**src/rtl/rom_word_writer_if.sv**
```systemverilog
// Loader handshake and ROM write-port bundle for rom_word_writer.
// Read-back signals exist only when ROM_WORD_WRITER_VERIFY_EN is defined.
interface rom_word_writer_if #(
    parameter int DATA_WIDTH = 16,
    parameter int ADDR_WIDTH = 15
);
    // Loader: word offered while rom_loader_load=1; rom_loader_load_received pulses
    // once per word taken. ROM: rom_we (and rom_re) held until rom_ready=1.
    logic                  rom_loader_reset;
    logic                  rom_loader_load;
    logic [DATA_WIDTH-1:0] rom_loader_data;
    logic                  rom_loader_load_received;
    logic                  rom_loader_ack;
    logic [ADDR_WIDTH-1:0] rom_addr;
    logic [DATA_WIDTH-1:0] rom_wdata;
    logic                  rom_we;
    logic                  rom_ready;
`ifdef ROM_WORD_WRITER_VERIFY_EN
    logic                  rom_re;
    logic [DATA_WIDTH-1:0] rom_rdata;

    modport master (
        output rom_loader_reset, rom_loader_load, rom_loader_data, rom_ready, rom_rdata,
        input  rom_loader_load_received, rom_loader_ack, rom_addr, rom_wdata, rom_we, rom_re
    );
    modport slave (
        input  rom_loader_reset, rom_loader_load, rom_loader_data, rom_ready, rom_rdata,
        output rom_loader_load_received, rom_loader_ack, rom_addr, rom_wdata, rom_we, rom_re
    );
`else
    modport master (
        output rom_loader_reset, rom_loader_load, rom_loader_data, rom_ready,
        input  rom_loader_load_received, rom_loader_ack, rom_addr, rom_wdata, rom_we
    );
    modport slave (
        input  rom_loader_reset, rom_loader_load, rom_loader_data, rom_ready,
        output rom_loader_load_received, rom_loader_ack, rom_addr, rom_wdata, rom_we
    );
`endif
endinterface

```
**src/rtl/rom_word_writer.sv**
```systemverilog
// Writes words from the ROM feeder sequentially into the Hack ROM from address 0.
// Define ROM_WORD_WRITER_VERIFY_EN to add a read-back compare after every write.
module rom_word_writer #(
    parameter int DATA_WIDTH = 16,
    parameter int ADDR_WIDTH = 15,
    parameter int MAX_WORDS  = 32768
) (
    input  logic                  clk,
    input  logic                  reset_n,
    rom_word_writer_if.slave      bus,
    output logic [ADDR_WIDTH:0]   words_written,
    output logic                  overflow,
`ifdef ROM_WORD_WRITER_VERIFY_EN
    output logic                  verify_error,
`endif
    output logic [1:0]            fsm_state
);
    typedef enum logic [1:0] {IDLE, WRITE, VERIFY_RD, VERIFY_CMP} state_t;

    localparam logic [ADDR_WIDTH:0] MAX_CNT = (ADDR_WIDTH + 1)'(MAX_WORDS);
    localparam logic [ADDR_WIDTH:0] ONE     = (ADDR_WIDTH + 1)'(1);

    state_t                state;
    logic                  load_received;
    logic                  rom_we;
    logic [DATA_WIDTH-1:0] rom_wdata;
`ifdef ROM_WORD_WRITER_VERIFY_EN
    logic                  rom_re;
`endif

    always_ff @(posedge clk or negedge reset_n) begin
        if (!reset_n) begin
            state         <= IDLE;
            load_received <= 1'b0;
            rom_we        <= 1'b0;
            rom_wdata     <= '0;
            words_written <= '0;
            overflow      <= 1'b0;
`ifdef ROM_WORD_WRITER_VERIFY_EN
            rom_re        <= 1'b0;
            verify_error  <= 1'b0;
`endif
        end else if (bus.rom_loader_reset) begin
            state         <= IDLE;
            load_received <= 1'b0;
            rom_we        <= 1'b0;
            words_written <= '0;
            overflow      <= 1'b0;
`ifdef ROM_WORD_WRITER_VERIFY_EN
            rom_re        <= 1'b0;
            verify_error  <= 1'b0;
`endif
        end else begin
            load_received <= 1'b0;
            case (state)
                IDLE: begin
                    // The feeder still shows the old word while load_received is high.
                    if (bus.rom_loader_load && !load_received) begin
                        load_received <= 1'b1;
                        if (words_written < MAX_CNT) begin
                            rom_wdata <= bus.rom_loader_data;
                            rom_we    <= 1'b1;
                            state     <= WRITE;
                        end else begin
                            overflow <= 1'b1;
                        end
                    end
                end
                WRITE: begin
                    if (bus.rom_ready) begin
                        rom_we <= 1'b0;
`ifdef ROM_WORD_WRITER_VERIFY_EN
                        rom_re <= 1'b1;
                        state  <= VERIFY_RD;
`else
                        words_written <= words_written + ONE;
                        state         <= IDLE;
`endif
                    end
                end
`ifdef ROM_WORD_WRITER_VERIFY_EN
                VERIFY_RD: begin
                    if (bus.rom_ready) begin
                        rom_re <= 1'b0;
                        state  <= VERIFY_CMP;
                    end
                end
                VERIFY_CMP: begin
                    if (bus.rom_rdata != rom_wdata) verify_error <= 1'b1;
                    words_written <= words_written + ONE;
                    state         <= IDLE;
                end
`endif
                default: state <= IDLE;
            endcase
        end
    end

    assign bus.rom_loader_load_received = load_received;
    assign bus.rom_loader_ack           = (state == IDLE) && !bus.rom_loader_load;
    assign bus.rom_addr                 = words_written[ADDR_WIDTH-1:0];
    assign bus.rom_wdata                = rom_wdata;
    assign bus.rom_we                   = rom_we;
`ifdef ROM_WORD_WRITER_VERIFY_EN
    assign bus.rom_re                   = rom_re;
`endif
    assign fsm_state                    = state;
endmodule

```
**src/flat_wrapper.sv**
```systemverilog
// flat-port wrapper written by rule: the top's interface ports become plain ports
module rom_word_writer_flat 
#(
    parameter int DATA_WIDTH = 16,
    parameter int ADDR_WIDTH = 15,
    parameter int MAX_WORDS  = 32768
)
  (clk, reset_n, words_written, overflow, fsm_state, bus_rom_loader_reset, bus_rom_loader_load, bus_rom_loader_data, bus_rom_ready, bus_rom_loader_load_received, bus_rom_loader_ack, bus_rom_addr, bus_rom_wdata, bus_rom_we);
  rom_word_writer_if #(.DATA_WIDTH(DATA_WIDTH), .ADDR_WIDTH(ADDR_WIDTH)) bus_i ();
  input  logic clk;
  input  logic reset_n;
  output logic [ADDR_WIDTH:0] words_written;
  output logic overflow;
  output logic [1:0] fsm_state;
  input wire logic [$bits(bus_i.rom_loader_reset)-1:0] bus_rom_loader_reset;
  input wire logic [$bits(bus_i.rom_loader_load)-1:0] bus_rom_loader_load;
  input wire logic [$bits(bus_i.rom_loader_data)-1:0] bus_rom_loader_data;
  input wire logic [$bits(bus_i.rom_ready)-1:0] bus_rom_ready;
  output wire logic [$bits(bus_i.rom_loader_load_received)-1:0] bus_rom_loader_load_received;
  output wire logic [$bits(bus_i.rom_loader_ack)-1:0] bus_rom_loader_ack;
  output wire logic [$bits(bus_i.rom_addr)-1:0] bus_rom_addr;
  output wire logic [$bits(bus_i.rom_wdata)-1:0] bus_rom_wdata;
  output wire logic [$bits(bus_i.rom_we)-1:0] bus_rom_we;
  assign bus_i.rom_loader_reset = bus_rom_loader_reset;
  assign bus_i.rom_loader_load = bus_rom_loader_load;
  assign bus_i.rom_loader_data = bus_rom_loader_data;
  assign bus_i.rom_ready = bus_rom_ready;
  assign bus_rom_loader_load_received = bus_i.rom_loader_load_received;
  assign bus_rom_loader_ack = bus_i.rom_loader_ack;
  assign bus_rom_addr = bus_i.rom_addr;
  assign bus_rom_wdata = bus_i.rom_wdata;
  assign bus_rom_we = bus_i.rom_we;
  rom_word_writer #(.DATA_WIDTH(DATA_WIDTH), .ADDR_WIDTH(ADDR_WIDTH), .MAX_WORDS(MAX_WORDS)) u_core (.clk(clk), .reset_n(reset_n), .bus(bus_i), .words_written(words_written), .overflow(overflow), .fsm_state(fsm_state));
endmodule
```
**config.mk**
```make
export PLATFORM = sky130hd
export DESIGN_NAME = rom_word_writer_flat
export DESIGN_NICKNAME = d
export VERILOG_FILES = /design/src/rtl/rom_word_writer_if.sv /design/src/rtl/rom_word_writer.sv /design/src/flat_wrapper.sv
export SDC_FILE = /design/constraint.sdc
export NUM_CORES = 1
export LEC_CHECK = 0
export BUFFER_PORTS_ARGS = -buffer_cell sky130_fd_sc_hd__buf_2
export CAP_MARGIN = 20
export CORE_AREA = 2 2 66 68
export DETAILED_ROUTE_END_ITERATION = 10
export DIE_AREA = 0 0 68 70
export PLACE_DENSITY = 0.73
export RECOVER_POWER = 100
export SYNTH_ARGS = -nofsm -noshare
export SYNTH_HDL_FRONTEND = slang
export SYNTH_SLANG_ARGS = --single-unit
```
**constraint.sdc**
```tcl
create_clock -name clk -period 1.9 [get_ports clk]
set_input_delay 0.095 -clock clk [delete_from_list [all_inputs] [get_ports clk]]
set_output_delay 0.095 -clock clk [all_outputs]
set_load 0.03 [all_outputs]
```
Word-level counts from Yosys, hierarchy flattened:

Cells that the tools add are included.
W data, S select, Z words.

* flip-flop bits (word level): 37
* output and inout port bits: 53
* word-level logic and storage cells: 49

* add/subtract/negate cells: 1
* order comparisons: 1
* equality and inequality tests: 5
* muxes and demuxes: 20
* bitwise operators: 1
* reduce and logical (&&, ||, !) cells: 15

Operators by type and width (count)
* $mux W16: 3
* $add A16 B1 Y16 const B: 1
* $lt A16 B16 Y1 const B: 1
* $mux W1: 11
* $mux W2: 4
* $reduce_and A4 Y1: 2
* $reduce_bool A2 Y1: 4
* $ne A3 B2 Y1 const B: 2
* $reduce_and A3 Y1: 2
* $pmux W2 S2: 1
* $ne A3 B3 Y1 const B: 1
* $reduce_bool A3 Y1: 1
* $eq A2 B1 Y1 const B: 1
* $logic_and A1 B1 Y1: 2
* $logic_not A1 Y1: 2
* $logic_not A2 Y1: 1
* $ne A2 B2 Y1 const B: 1
* $pmux W1 S2: 1
* $reduce_and A2 Y1: 1
* $not A1 Y1: 1

Longest topological paths before layout:

Gate-level depths: netlist of the first run.

* word-level depth: 5
* depth in mapped cells: 6
* gate-level depth less buffers: 5

Worst setup path after synthesis of the first run:

No wires, ideal clock.

* path kind: flip-flop to flip-flop
* start point: register u_core.state[0] (netlist: u_core.fsm_state[0])
* end point: register u_core.rom_wdata[10] (netlist: u_core.bus.rom_wdata[10])
* setup time: 0.125 ns
* arrival time: 1.688 ns
* data required time: 1.775 ns
* path slack: 0.088 ns
* cell stages (with the launch flop): 7
* period minus slack after synthesis: 1.812 ns
* cells stage by stage: dfrtp_1 -> buf_4 -> nor4b_4 -> and2b_1 -> buf_6 -> buf_12 -> mux2_2

* word-level cells in the longest chain between the ends: 2

RTL lines
* start: declaration: RTL line rom_word_writer.sv:23 `state_t state;`
* start signal: assignment: RTL line rom_word_writer.sv:33 `state <= IDLE;`
* start signal: assignment: RTL line rom_word_writer.sv:44 `state <= IDLE;`
* start signal: assignment: RTL line rom_word_writer.sv:63 `state <= WRITE;`
* $logic_not A2 Y1: RTL line rom_word_writer.sv:55 `case (state)`
* $reduce_and A4 Y1 (no line)
* end signal: assignment: RTL line rom_word_writer.sv:61 `rom_wdata <= bus.rom_loader_data;`
* end: declaration: RTL line rom_word_writer.sv:26 `logic [DATA_WIDTH-1:0] rom_wdata;`

No other way between the ends.
A chain may end at the register's enable or synchronous reset.

Worst setup path after layout of the first run:

* start point: register u_core.state[0] (netlist: u_core.fsm_state[0])
* end point: register u_core.words_written[15]

* word-level cells in the longest chain between the ends: 3

RTL lines
* $eq A2 B1 Y1: RTL line rom_word_writer.sv:55
* $reduce_bool A2 Y1 (no line)
* $reduce_and A2 Y1 (no line)
* end signal: assignment: RTL line rom_word_writer.sv:76 `words_written <= words_written + ONE;`
* end: declaration: RTL line rom_word_writer.sv:11 `output logic [ADDR_WIDTH:0] words_written,`

No other way between the ends.

==> flow_summary_export.csv, run 1 <==
group,metric,value,unit
critical_path,r2r_end,"u_core.words_written[15]",
synthesis,yosysSeqAreaShare,50.3,%
placement,place_congestion,0.792,
worst_hold_path,hp-class,"primary input to flop",
route,wirelength,3240,um
critical_path,crit_required,2.08,ns
floorplan,die-area,4760,um2
sta,skew,0.00523,ns
power,p_comb_share,22.2,%
clock_network,clk_pin_slew_worst_paths,0.07,ns
clock_network,cts-root-buf,"clkbuf_8",
critical_path,cpMaxStageDelayCell,"dfrtp_1",
synthesis,yosys-top-cells-area,"dfrtp_1 (50%), mux2_2 (9.7%), buf_4 (7.8%)",
clock_network,cts_buffer_depth,2,
layout,nNetsFinal,232,
clock_network,numCtsBuffers,5,
placement,place_hpwl,2410,um
synthesis,synth_area,1740,um2
critical_path,critPathMaxStageDelay,0.50,ns
grt,antenna_found_initial,0,
job,max_cap_violations,0,
critical_path,worstPathArrival,1.84,ns
clock_network,clkLatencyLatePin,0.29,ns
placement,port_buffers,72,
synthesis,async_flop_share,100,%
floorplan,dieHeight,70,um
route,wire_per_inst,12.3,um
sta,hold_slack,0.0228,ns
synthesis,synth_area_leader_cell,"dfrtp_1",
sta,finalCritPeriodShare,87.7,%
sta,setup_tns,0,ns
clock_network,cts_tree,"yes",
sta,drv_slew,0,
sta,period_needed,1.67,ns
route,vias,1277,
power,seqPwrFrac,46.5,%
critical_path,crit_path_cell_trace,"a21oi_2 -> nor4_4 -> nand3_2 -> mux2_1",
synthesis,syn_area_per_cell,11.7,um2
layout,diodes,0,
grt,grt_pass1_wl,5420,um
floorplan,ios,74,
floorplan,core,4140,um2
synthesis,yosys_warnings,0,
grt,globalRouteOverflowTotal,0,
critical_path,worstSetupPathType,"flop to flop",
outcome,status,"finished, final reports clean",
critical_path,r2r_cells,4,
power,netSwitchingFraction,31.6,%
power,ir_drop,0.568,mV
layout,drive_gt1_share,26.1,%
clock_network,htree_levels,2,
layout,final_cell_area,2060,um2
synthesis,synth_seq_cells,35,
sta,slew_headroom,43.9,%
sta,setup_viol_count_final,0,
layout,syn2layout_area_growth,18.5,%
floorplan,fp-row-count,24,
power,powerDensity,913,nW/um2
worst_hold_path,holdCritStartpoint,"bus_rom_loader_data[13]",
critical_path,crit_path_end_kind,"flop",
route,drt_pass1_iterations,4,
critical_path,worst_setup_path_start_kind,"flop",
sta,worst_pin_slew,0.842,ns
route,drc,0,
sta,hold_viol_final,0,
floorplan,initial_core_util,42.0,%
sta,max_freq,0.600,GHz
synthesis,postSynthCellCount,149,
power,p_sw,0.596,mW
synthesis,postSynthNetCount,171,
layout,fill_cells,421,
synthesis,synth_ff_type,"dfrtp_1",
route,drtAntennaViolNets,0,
synthesis,synth-edff-count,0,
power,p_int,1.29,mW
power,p_clk_share,31.3,%
worst_hold_path,hold_depth,2,
placement,place_area,2030,um2
worst_hold_path,whs_endpoint,"u_core.bus.rom_wdata[13]",
layout,final_cells,263,
route,drtIter0Drc,80,
critical_path,rr_startpoint,"u_core.fsm_state[0]",
critical_path,rrSetupSlack,0.23,ns
grt,grt_pass1_vias,1262,
power,leakagePower,0.860,nW
grt,grt_max_degree,36,
synthesis,synth_top_cell_area_share,50.3,%
synthesis,yosysUniqueCellTypes,35,
clock_network,cts.sinks,35,
grt,grt_usage,15.1,%
clock_network,cts_setup_buffers,0,
route,vias_per_cell,4.86,
sta,grt_setup_unrepaired,"no",
placement,placedCellCount,254,
floorplan,die_x,68,um
critical_path,crit_fanout,9,
==> area by class of cell <==
type	count	area [um2]	area share [%]
flip-flops and latches	35	876	42.4
multi-input cells	89	674	32.7
repair buffers	76	337	16.3
clock buffers	8	100	4.85
well taps	52	65.1	3.15
inverters	3	11.3	0.546
==> how the worst max path moves through the flow <==
| stage | startpoint | to | slack, ns | cells after the start |
|---|---|---|---|---|
| finish | u_core.fsm_state[0] | u_core.words_written[15] | 0.23 | 4 |
| global route | u_core.words_written[1] | u_core.words_written[14] | 0.08 | 5 |
| CTS | u_core.words_written[0] | u_core.words_written[14] | 0.17 | 5 |
| detailed placement | u_core.words_written[0] | u_core.words_written[14] | 0.18 | 5 |
| global placement | u_core.words_written[0] | u_core.words_written[14] | 0.26 | 5 |
| floorplan | u_core.fsm_state[0] | u_core.bus.rom_wdata[10] | 0.09 | 6 |
==> logic make-up after synthesis <==
logic type      Yosys count  share of synthesized area [%]
mux                      18                           11.9
xor+xnor                  8                           4.02
compound gates           13                           4.81
fa+ha+maj                 1                          0.718
flops                    35                           50.3
other cells               1                          0.215
buf+inv                  25                           10.6
simple gates             48                           17.5
==> critical path, delay by kind of cell (launching register included) <==
family	cells	cell delay (ns)
compound gates	1	0.21
mux	1	0.31
flops	1	0.50
simple gates	2	0.54
==> synthesized netlist by cell type (all sizes together), types with 3 or more instances <==
library cell,instances
dfrtp,35
buf,20
mux2,18
nor2,13
nand3,9
a21oi,7
xnor2,6
nand2,5
o21ai,4
inv,3
nand4,3
nor3,3
nor4,3
or3,3
==> cells in the final DEF (no fill, tap or decap), types with 2 or more instances in the layout <==
cell type and instances:
a21oi_1 6, a31o_2 2, buf_2 19, clkbuf_1 54, clkbuf_8 7, dfrtp_1 35
inv_1 3, mux2_1 3, mux2_2 15, nand2_1 5, nand3_1 6, nand3_2 3
nand4_1 3, nor2_1 13, nor2b_1 2, nor3_1 3, nor4_4 2, o21ai_0 4
or3_1 2, xnor2_1 6, xor2_1 2
==> sequential cells by signal (all words and copies together), names as in the netlist <==
register and flops:
u_core.fsm_state 1, u_core.bus.rom_wdata 16, u_core.bus.rom_loader_load_received 1, u_core.overflow 1, u_core.words_written 16
==> routing by layer <==
metal  global-route usage [%]  wire length, um
met5                        0                0
met4                     7.56               54
met3                     5.15              278
met2                     22.7             1560
met1                     19.1             1350
==> power groups by stage <==
stage	registers [mW]	logic, mW	clock network, mW
final	0.876	0.418	0.590
after floorplan	1.06	0.140	0
after global routing	0.888	0.444	0.641
after global placement	0.888	0.445	0
after detailed placement	0.887	0.453	0
after CTS	0.876	0.454	0.611
==> metrics by stage <==
| stage | util (%) | setup WS (ns) | total power, mW |
|---|---|---|---|
| 6_report | 49.8 | 0.234 | 1.88 |
| 5_1_grt | 49.8 | 0.0815 | 1.97 |
| 4_1_cts | 51.6 | 0.172 | 1.94 |
| 3_5_place_dp | 48.9 | 0.179 | 1.34 |
| 3_3_place_gp | 48.9 | 0.262 | 1.33 |
| 2_1_floorplan | - | 0.0877 | 1.20 |
==> what timing repair did <==
item	in CTS	in global routing
hold buffers	1	0
hold endpoints to repair	35	0
setup endpoints to repair	0	1
gates resized for setup	0	1
No activity file was read; power rests on OpenSTA's default activity.
==> run 2, diff against run 1 <==
--- a/config.mk
+++ b/config.mk
@@ -7,11 +7,14 @@
 export LEC_CHECK = 0
 export BUFFER_PORTS_ARGS = -buffer_cell sky130_fd_sc_hd__buf_2
 export CAP_MARGIN = 20
-export CORE_AREA = 2 2 66 68
+export CELL_PAD_IN_SITES_DETAIL_PLACEMENT = 1
+export CELL_PAD_IN_SITES_GLOBAL_PLACEMENT = 1
+export CORE_AREA = 2 2 73 75
 export DETAILED_ROUTE_END_ITERATION = 10
-export DIE_AREA = 0 0 68 70
-export PLACE_DENSITY = 0.73
+export DIE_AREA = 0 0 75 77
+export PLACE_DENSITY_LB_ADDON = 0.1
 export RECOVER_POWER = 100
+export SETUP_SLACK_MARGIN = 0.4
 export SYNTH_ARGS = -nofsm -noshare
 export SYNTH_HDL_FRONTEND = slang
 export SYNTH_SLANG_ARGS = --single-unit
==> run 2 against run 1 <==
Compared with the run above:
- sequential share of layout area is 4.7 points lower
- sequential cell count stayed put
- cell count is 16% higher
- global-route usage is 0.39 points higher
- clock skew is 0.0012 ns higher
- via count is 12% higher
- final area is 13% higher
- first-iteration DRC count is 65% lower
- worst setup slack better by 0.031 ns
- combinational power is 6.2% higher
- core utilization is 2.8 points lower
- maximum frequency is 1.9% higher
==> flow_summary_export.csv, run 2 (synthesis gave the netlist of run 1 again) <==
group,metric,value,unit
layout,syn2layout_area_growth,34.4,%
route,wire_per_inst,14.5,um
critical_path,crit_path_cell_trace,"ha_1 -> nand3_4 -> nor3_1 -> a21oi_1 -> a31o_2",
sta,timing.final.ws_setup,0.265,ns
grt,globalRouteOverflowTotal,0,
sta,setup_viol_count_final,0,
critical_path,worstPathArrival,1.81,ns
clock_network,cts.sinks,35,
route,wirelength,4450,um
sta,period_needed,1.64,ns
layout,final_cell_area,2340,um2
placement,preCtsSetupSlack,0.267,ns
layout,diodes,0,
layout,nNetsFinal,257,
critical_path,cpMaxStageDelayCell,"dfrtp_1",
grt,grt_max_degree,36,
worst_hold_path,hold_depth,2,
sta,grt_setup_unrepaired,"yes",
critical_path,worstSetupPathType,"flop to flop",
clock_network,htree_levels,2,
clock_network,cts_buffer_depth,2,
floorplan,ios,74,
clock_network,cts-root-buf,"clkbuf_8",
critical_path,r2r_cells,5,
critical_path,crit_required,2.07,ns
power,ir_drop,0.462,mV
power,leakagePower,1.01,nW
floorplan,initial_core_util,35.0,%
sta,skew,0.00648,ns
critical_path,rrSetupSlack,0.26,ns
critical_path,rr_startpoint,"u_core.words_written[1]",
clock_network,clk_pin_slew_worst_paths,0.08,ns
critical_path,crit_fanout,4,
sta,slew_headroom,41.9,%
clock_network,cts_tree,"yes",
floorplan,die-area,5780,um2
outcome,status,"finished, final reports clean",
placement,place_congestion,0.765,
sta,setup_tns,0,ns
critical_path,critPathMaxStageDelay,0.41,ns
clock_network,clkLatencyLatePin,0.29,ns
sta,worst_pin_slew,0.872,ns
placement,place_hpwl,2920,um
sta,hold_viol_final,0,
power,powerDensity,863,nW/um2
sta,max_freq,0.612,GHz
grt,antenna_found_initial,0,
layout,drive_gt1_share,39.8,%
layout,final_common_cell,"clkbuf_1",
route,drtAntennaViolNets,0,
critical_path,r2r_end,"u_core.words_written[12]",
route,drtIter0Drc,28,
layout,layout_common_cells,"clkbuf_1 (50), dfrtp_1 (28), buf_4 (25), buf_2 (23), mux2_2 (14)",
route,drc,0,
floorplan,fp-row-count,26,
worst_hold_path,holdCritStartpoint,"bus_rom_loader_data[12]",
critical_path,crit_path_end_kind,"flop",
layout,reg_top3,"u_core.bus.rom_wdata x16, u_core.words_written x16",
critical_path,worst_setup_path_start_kind,"flop",
grt,grt_pass1_vias,1430,
placement,port_buffers,72,
floorplan,dieHeight,77,um
worst_hold_path,hp-class,"primary input to flop",
sta,finalCritPeriodShare,86.1,%
grt,grt_pass1_wl,6980,um
placement,place_area,2080,um2
sta,drv_slew,0,
route,vias_per_cell,4.67,
clock_network,numCtsBuffers,5,
floorplan,die_x,75,um
job,max_cap_violations,0,
worst_hold_path,whs_endpoint,"u_core.bus.rom_wdata[12]",
route,vias,1428,
grt,grt_usage,15.5,%
floorplan,core,4980,um2
route,drt_pass1_iterations,4,
sta,hold_slack,0.0260,ns
==> run 2: report_power, final <==
group / switching, mW / internal, mW
combinational: 0.301 / 0.143
sequential: 0.0488 / 0.829
clock: 0.273 / 0.425
==> run 2: cell type report <==
class                   instances  area, um2
clock inverters                 2       35.0
flip-flops and latches         35        885
well taps                      70       87.6
inverters                       3       11.3
repair buffers                101        526
clock buffers                   6       82.6
fillers                       595       2640
multi-input cells              89        714
==> run 2: how the worst max path moves through the flow <==
stage	startpoint	endpoint	slack [ns]
floorplan	u_core.fsm_state[0]	u_core.bus.rom_wdata[10]	0.16
CTS	u_core.words_written[0]	u_core.words_written[12]	0.34
detailed placement	u_core.fsm_state[0]	u_core.bus.rom_wdata[4]	0.27
finish	u_core.words_written[1]	u_core.words_written[12]	0.26
global route	u_core.words_written[0]	u_core.words_written[14]	0.18
global placement	u_core.fsm_state[0]	u_core.bus.rom_wdata[2]	0.31
==> run 2: stage by stage <==
step	total power, mW	instances	utilization (%)
3_5_place_dp	1.35	272	41.9
3_3_place_gp	1.33	272	41.9
6_report	2.02	306	47.0
4_1_cts	2.07	291	46.1
5_1_grt	2.13	306	47.0
2_1_floorplan	1.20	149	-
==> run 2: what timing repair did <==
| action | 4_1_cts | 5_1_grt |
|---|---|---|
| hold buffers | 1 | 0 |
| pin swaps | 3 | 8 |
| resized for setup | 1 | 12 |
| setup buffers | 10 | 15 |
| hold endpoints to repair | 35 | 0 |
| setup endpoints to repair | 20 | 24 |
==> run 2: metal layers <==
metal / GRT usage (%) / vias up / wire length (um)
met2: 25.9 / 51 / 2290
li1: - / 664 / -
met4: 5.36 / 0 / 114
met5: 0 / - / 0
met1: 18.4 / 701 / 1790
met3: 4.86 / 12 / 251
==> run 2: worst max-delay path: cells and delay by family (launching register included) <==
| kind | cells | cell delay [ns] |
|---|---|---|
| DFF | 1 | 0.41 |
| AOI/OAI and AO/OA | 2 | 0.42 |
| adders and majority gates | 1 | 0.24 |
| and+or+nand+nor | 2 | 0.46 |
